File: config.mk
export PLATFORM = sky130hd
export DESIGN_NAME = mem_arbiter
export DESIGN_NICKNAME = d
export VERILOG_FILES = /design/src/rtl/mem_arb_pkg.sv /design/src/rtl/mem_arb_beat_cnt.sv /design/src/rtl/mem_arbiter.sv
export SDC_FILE = /design/constraint.sdc
export NUM_CORES = 1
export LEC_CHECK = 0
export CAP_MARGIN = 20
export CORE_ASPECT_RATIO = 1.2
export CORE_MARGIN = 3
export CORE_UTILIZATION = 23
export CTS_CLUSTER_DIAMETER = 40
export DETAILED_ROUTE_END_ITERATION = 12
export PLACE_DENSITY_LB_ADDON = 0.25
export SLEW_MARGIN = 40
export SYNTH_ARGS = -nofsm -noshare
export SYNTH_HDL_FRONTEND = slang
export SYNTH_SLANG_ARGS = --single-unit
export TNS_END_PERCENT = 50
File: constraint.sdc
create_clock -name clk -period 2.4 [get_ports clk]
set_input_delay 0.72 -clock clk [delete_from_list [all_inputs] [get_ports clk]]
set_output_delay 0.72 -clock clk [all_outputs]
set_load 0.1 [all_outputs]
File: src/rtl/mem_arb_pkg.sv
// Shared types for the unified-memory arbiter: FSM state encoding, owner IDs and default
// block size.
package mem_arb_pkg;

   localparam int unsigned BeatsDefault = 8;

   typedef enum logic [1:0] {
      StIdle  = 2'd0,
      StDWr   = 2'd1,
      StDFill = 2'd2,
      StIFill = 2'd3
   } arb_state_e;

   typedef enum logic {
      OwnerD = 1'b0,
      OwnerI = 1'b1
   } owner_e;

endpackage

File: src/rtl/mem_arb_beat_cnt.sv
// Counts returned memory beats during a block fill and flags the final beat; wraps to zero
// only on that final beat.
module mem_arb_beat_cnt
   import mem_arb_pkg::*;
#(
   parameter int unsigned BEATS = BeatsDefault
) (
   input  logic clk_i,
   input  logic rst_ni,
   input  logic beat_i,
   output logic last_o
);

   localparam int unsigned CntW = (BEATS > 1) ? $clog2(BEATS) : 1;

   logic [CntW-1:0] cnt_q, cnt_d;

   assign last_o = beat_i && (cnt_q == CntW'(BEATS - 1));

   always_comb begin
      cnt_d = cnt_q;
      if (last_o) begin
         cnt_d = '0;
      end else if (beat_i) begin
         cnt_d = cnt_q + 1'b1;
      end
   end

   always_ff @(posedge clk_i or negedge rst_ni) begin
      if (!rst_ni) begin
         cnt_q <= '0;
      end else begin
         cnt_q <= cnt_d;
      end
   end

endmodule

File: src/rtl/mem_arbiter.sv
// Arbitrates the single unified memory between the I-cache and D-cache fill FSMs.
// Build option: define MEM_ARB_RR_EN for round-robin between competing fills.
module mem_arbiter
   import mem_arb_pkg::*;
#(
   parameter int unsigned ADDR_W = 16,
   parameter int unsigned DATA_W = 16,
   parameter int unsigned BEATS  = BeatsDefault
) (
   input  logic              clk,
   input  logic              rst,
   input  logic              i_req_rd,
   input  logic [ADDR_W-1:0] i_addr,
   output logic              i_grant,
   output logic              i_data_valid,
   input  logic              d_req_rd,
   input  logic              d_req_wr,
   input  logic [ADDR_W-1:0] d_addr,
   input  logic [DATA_W-1:0] d_wdata,
   output logic              d_grant,
   output logic              d_data_valid,
   output logic              mem_enable,
   output logic              mem_wr,
   output logic [ADDR_W-1:0] mem_addr,
   output logic [DATA_W-1:0] mem_wdata,
   input  logic              mem_valid,
   input  logic [DATA_W-1:0] mem_rdata
);

   arb_state_e state_q, state_d;
   logic       fill_beat;
   logic       last_beat;
   logic       pick_i;

   // Read data goes straight to both caches; only data_valid is steered.
   logic [DATA_W-1:0] unused_rdata;
   assign unused_rdata = mem_rdata;

   assign fill_beat = mem_valid && ((state_q == StDFill) || (state_q == StIFill));

   mem_arb_beat_cnt #(
      .BEATS (BEATS)
   ) u_beat_cnt (
      .clk_i  (clk),
      .rst_ni (rst),
      .beat_i (fill_beat),
      .last_o (last_beat)
   );

`ifdef MEM_ARB_RR_EN
   owner_e rr_q, rr_d;

   // rr_q names the fill owner favoured on the next contended pick.
   assign pick_i = i_req_rd && (!d_req_rd || (rr_q == OwnerI));

   always_comb begin
      rr_d = rr_q;
      if (state_q == StIdle) begin
         if (state_d == StDFill) begin
            rr_d = OwnerI;
         end else if (state_d == StIFill) begin
            rr_d = OwnerD;
         end
      end
   end

   always_ff @(posedge clk or negedge rst) begin
      if (!rst) begin
         rr_q <= OwnerD;
      end else begin
         rr_q <= rr_d;
      end
   end
`else
   assign pick_i = i_req_rd && !d_req_rd;
`endif

   always_comb begin
      state_d = state_q;
      unique case (state_q)
         StIdle: begin
            if (d_req_wr) begin
               state_d = StDWr;
            end else if (pick_i) begin
               state_d = StIFill;
            end else if (d_req_rd) begin
               state_d = StDFill;
            end
         end
         StDWr: begin
            state_d = StIdle;
         end
         StDFill, StIFill: begin
            // Grant is held until the last beat even if the owner drops its request.
            if (last_beat) begin
               state_d = StIdle;
            end
         end
      endcase
   end

   always_ff @(posedge clk or negedge rst) begin
      if (!rst) begin
         state_q <= StIdle;
      end else begin
         state_q <= state_d;
      end
   end

   always_comb begin
      i_grant      = 1'b0;
      i_data_valid = 1'b0;
      d_grant      = 1'b0;
      d_data_valid = 1'b0;
      mem_enable   = 1'b0;
      mem_wr       = 1'b0;
      mem_addr     = '0;
      unique case (state_q)
         StIdle: begin
         end
         StDWr: begin
            d_grant    = 1'b1;
            mem_enable = 1'b1;
            mem_wr     = 1'b1;
            mem_addr   = d_addr;
         end
         StDFill: begin
            d_grant      = 1'b1;
            mem_enable   = d_req_rd;
            mem_addr     = d_addr;
            d_data_valid = mem_valid;
         end
         StIFill: begin
            i_grant      = 1'b1;
            mem_enable   = i_req_rd;
            mem_addr     = i_addr;
            i_data_valid = mem_valid;
         end
      endcase
   end

   // Write data follows the D-cache, but is forced low while reset is held.
   assign mem_wdata = rst ? d_wdata : '0;

endmodule

### After elaboration in Yosys (flattened, before gate mapping)

Cells that the tools add are included.

* input port bits: 70
* output and inout port bits: 38
* register bits after elaboration: 5

* equal/unequal tests: 6
* muxes and demuxes: 15
* $add $sub $neg: 1
* reductions and logical operators: 10

Operators by type and width (count)
* $pmux W16 S2: 1
* $mux W16: 1
* $mux W2: 4
* $mux W3: 2
* $pmux W2 S3: 1
* $mux W1: 5
* $eq A2 B2 Y1 const B: 2
* $ne A4 B4 Y1 const B: 1
* $reduce_or A2 Y1: 2
* $add A3 B1 Y3 const B: 1
* $eq A3 B3 Y1 const B: 1
* $logic_and A1 B1 Y1: 3
* $pmux W1 S3: 1
* $eq A2 B1 Y1 const B: 1
* $logic_not A2 Y1: 1
* $ne A2 B2 Y1 const B: 1
* $reduce_and A2 Y1: 1
* $reduce_bool A2 Y1: 1
* $logic_not A1 Y1: 1
* $logic_or A1 B1 Y1: 1

### Longest topological paths before layout

* depth in word-level cells: 6
* mapped depth: 6
* mapped depth without buffers: 5

### Modules after synthesis

A second synthesis with hierarchy kept.

* cell total of the unflattened synthesis: 90
* area total of the unflattened synthesis: 710.7 µm²

By module, submodules not included
* mem_arbiter: cells an instance 78, instances 1, area each 558.0 µm², seq. area each 50.0 µm²
* mem_arb_beat_cnt: cells an instance 12, instances 1, area each 152.6 µm², seq. area each 75.1 µm²

### Least setup slack after synthesis

OpenSTA, ideal clock, no wires.

* path type: register to output
* start point: register state_q[0]
* end point: output mem_addr[3]
* path slack: -1.424 ns
* arrival time: 3.104 ns
* data required time: 1.680 ns
* cell stages (with the launch flop): 7
* path through: dfrtp_1 inv_1 ha_1 clkbuf_2 buf_4 a22oi_1 nor2_1

* longest elaborated chain between the ends: 3

Ends and longest elaborated chain
* start, declared: RTL line mem_arbiter.sv:30 `arb_state_e state_q, state_d;`
* start signal, assigned: RTL line mem_arbiter.sv:104 `state_q <= StIdle;`
* start signal, assigned: RTL line mem_arbiter.sv:106 `state_q <= state_d;`
* $eq A2 B2 Y1 or $eq A2 B1 Y1 (tied branches): RTL line mem_arbiter.sv:118 `unique case (state_q)`
* $reduce_or A2 Y1 (no line)
* $pmux W16 S2 (*): RTL line mem_arbiter.sv:118
* end, declared: RTL line mem_arbiter.sv:24 `output logic [ADDR_W-1:0] mem_addr,`

Every way passes the cells marked *; elsewhere a longest branch is shown, timed or not.

### Worst setup path in the final report

* start point: input i_addr[4]
* end point: output mem_addr[4]

* longest elaborated chain between the ends: 1

Ends and longest elaborated chain
* start, declared: RTL line mem_arbiter.sv:13 `input logic [ADDR_W-1:0] i_addr,`
* $pmux W16 S2: RTL line mem_arbiter.sv:118

No other way between the ends.

==> results.md <==
* CP Cell Sequence: clkdlybuf4s50_1 -> a22oi_1 -> nor2_4 -> buf_12
* Unrepaired setup endpoints after global routing: true
* Post-synth net total at between 150 and 200
* Switching share of power at 0.611
* Max Cap Viol at 0
* Violated checks: setup timing
* Main synth FF type: dfrtp_1
* Maximum vdd drop at roughly 1.1 mV
* Hold Crit Class: reg2reg
* Worst-margin pin slew at 367 ps
* P_sw at 2.34 mW
* CTS root buffer: clkbuf_4
* Slew Limit Fails at 0
* Most frequent cells in the layout: clkdlybuf4s50_1, buf_12, nor2_4
* WP depth at 4
* Worst setup EP type: output pin
* Clk pin slew, worst setup/hold paths at around 40 ps
* Pre-Repair DR Iteration Count at 4
* Final ANT Viol Nets at 0
* Num CTS Buffers at 3
* CTS sink cnt at 5
* Final setup viols at 2
* Final Hold Viols at 0
* Input/output buffers at 91
* Buf/Inv on CP at 2
* Critical path class: in2out
* Synth cell types at 23
* Site Rows at 21
* CP endpoint: mem_addr[4]
* Initial antenna violation count at 0
* Status: finished, violations left
* Post-CTS Hold Buffers at 0
* Achievable Freq at approximately 410 MHz
* Seq/Total Area, Yosys at 0.181
* Clk buf depth at 2
* Sequential Area at 128 µm²
* Vias at ~1100
* Combinational power share at 0.930
* Post-synth EDFFs at 0
* Routability cong. at 0.783
* CTS tree: done
* Seq cells post-synth at 5
* P_int at approximately 1.5 mW
* Detailed Place HPWL at around 2900 µm
* Min Hold Slack at 497 ps
* Vias in the first global route at 1108
* Leak pwr at about 0.99 nW
* Final period util at 1.01
* Worst R2R Setup Slack at 870 ps
* Antenna diodes at 0
* Post-synth ARST share at 1.00
* Core region area at between 0.002 and 0.003 mm²
* Critical path launch point type: input port
* Worst R2R Start: state_q[0]$_DFFE_PN0P_
* Worst slew margin at 0.755
* Drt first-iter violations at 11
* I/O pin total at 108
* Worst Clk Skew at 1.72 ps
* Yosys warns at 0
* Vias per Instance at 4.82
* Die area at 0.00371 mm²
* Critical path arrival at around 1700 ps
* Crit path launch: i_addr[4]
* R2R depth at 5
* Synth Instances at 88
* Share of layout cells above drive strength 1 at 0.603
* Top delay family on crit path: buffers and inverters
* Largest net degree at the start of global routing at 22
* First-pass GRT wire length at 5060 µm
* Slowest Stage Delay on Critical Path at 420 ps
* Worst r2r dst: u_beat_cnt.cnt_q[1]$_DFFE_PN0P_
* CP max-delay cell: clkdlybuf4s50_1
* Total GRT Usage at 0.172
* Clk Latency, worst-skew pair at around 240 ps
* Worst EP required at between 1500 and 2000 ps
* Setup ws final at -30.2 ps
* Critical-path maximum fanout at 1
* Wire per inst at 17.3 µm
* Crit path time final at between 2000 and 2500 ps
* Syn_area_per_cell at 7.88 µm²
* Starting density of the core at 0.244
* Layout Nets at 271
* Multi-input logic area at a little under 800 µm²
* Setup TNS Final at -47.8 ps
* Die H at 66.1 µm
* Area of the mapped netlist at 693 µm²
* Reg power frac at 0.045
* Post-Route WL at about 3900 µm
* Layout area overhead at 250%
* Clock power share at 0.025
* DR DRC count at 0
* Fill cell count at 147
* Overflow after GRT at 0
* Most common cell after layout, fill and taps aside: clkdlybuf4s50_1
* Power Density at 1580 mW/mm²
* H-tree depth at 1
* Die X at 56.1 µm
[power groups by stage]
stage	sequential (mW)	combinational [mW]	clock [mW]
finish	0.172	3.57	0.0967
detailed placement	0.171	3.39	0
floorplan	0.162	2.33	0
CTS	0.170	3.40	0.100
global route	0.176	3.70	0.104
global placement	0.166	3.34	0
[per-stage QoR]
stage / std cells / total power [mW] / utilization / setup slack (ps) / area [µm²]
after floorplan: 88 / 2.49 / - / -179 / 870
after global placement: 215 / 3.51 / 0.780 / -132 / 2210
after detailed placement: 215 / 3.56 / 0.780 / -118 / 2210
after CTS: 219 / 3.67 / 0.794 / -31.4 / 2250
after global routing: 228 / 3.98 / 0.855 / -79.8 / 2430
final: 228 / 3.83 / 0.855 / -30.2 / 2430
[area by class of cell]
| class | instances | area share |
|---|---|---|
| clock buffers | 4 | 0.0108 |
| inverters | 2 | 0.00413 |
| multi-input cells | 74 | 0.322 |
| flip-flops and latches | 5 | 0.0526 |
| well taps | 34 | 0.0175 |
| repair buffers | 109 | 0.593 |
[tightest hold or removal path, stage by stage (launching register included)]
cell and delay [ps]:
dfrtp_1 340, nand2_1 50, o21ai_0 70
[flip-flops by register name, summed over array words and instances, names as in the netlist]
name,count
u_beat_cnt.cnt_q,3
state_q,2
[kinds of logic (layout without fill, tap and decap cells)]
| group | count (synthesis) | count (layout) | synth area share |
|---|---|---|---|
| flops | 5 | 5 | 0.181 |
| simple gates | 42 | 42 | 0.316 |
| compound gates | 25 | 25 | 0.298 |
| mux | 1 | 1 | 0.0217 |
| buf+inv | 9 | 115 | 0.0758 |
| fa+ha+maj | 6 | 6 | 0.108 |
[synthesized netlist by cell type (2+ instances only)]
master,number,area share
dfrtp_1,5,0.18
nor3_1,2,0.014
nor2_1,17,0.092
clkbuf_2,2,0.014
and2_1,18,0.16
o21ai_2,2,0.025
buf_4,2,0.022
ha_1,6,0.11
inv_1,2,0.011
a22oi_1,17,0.18
nand2b_1,3,0.027
[what timing repair did]
action | in CTS | in global routing
gates resized for setup | 6 | 33
pin swaps | 1 | 7
setup endpoints to repair | 17 | 32
buffers inserted | 0 | 9
[how the worst min path moves through the flow]
stage / start / to / cells after the start
after floorplan: rst / state_q[0]$_DFFE_PN0P_ / 0
after global placement: u_beat_cnt.cnt_q[2]$_DFFE_PN0P_ / u_beat_cnt.cnt_q[2]$_DFFE_PN0P_ / 2
after detailed placement: u_beat_cnt.cnt_q[2]$_DFFE_PN0P_ / u_beat_cnt.cnt_q[2]$_DFFE_PN0P_ / 2
after CTS: u_beat_cnt.cnt_q[2]$_DFFE_PN0P_ / u_beat_cnt.cnt_q[2]$_DFFE_PN0P_ / 2
after global routing: u_beat_cnt.cnt_q[0]$_DFFE_PN0P_ / u_beat_cnt.cnt_q[0]$_DFFE_PN0P_ / 1
final: u_beat_cnt.cnt_q[2]$_DFFE_PN0P_ / u_beat_cnt.cnt_q[2]$_DFFE_PN0P_ / 2
[metal layers]
metal	GRT usage	up-vias	share of wire
li1	-	521	-
met1	0.173	517	0.31
met2	0.348	54	0.61
met3	0.0410	6	0.071
met4	0.0445	0	0.013
met5	0	-	0
Power figures use the tool's default switching activity.
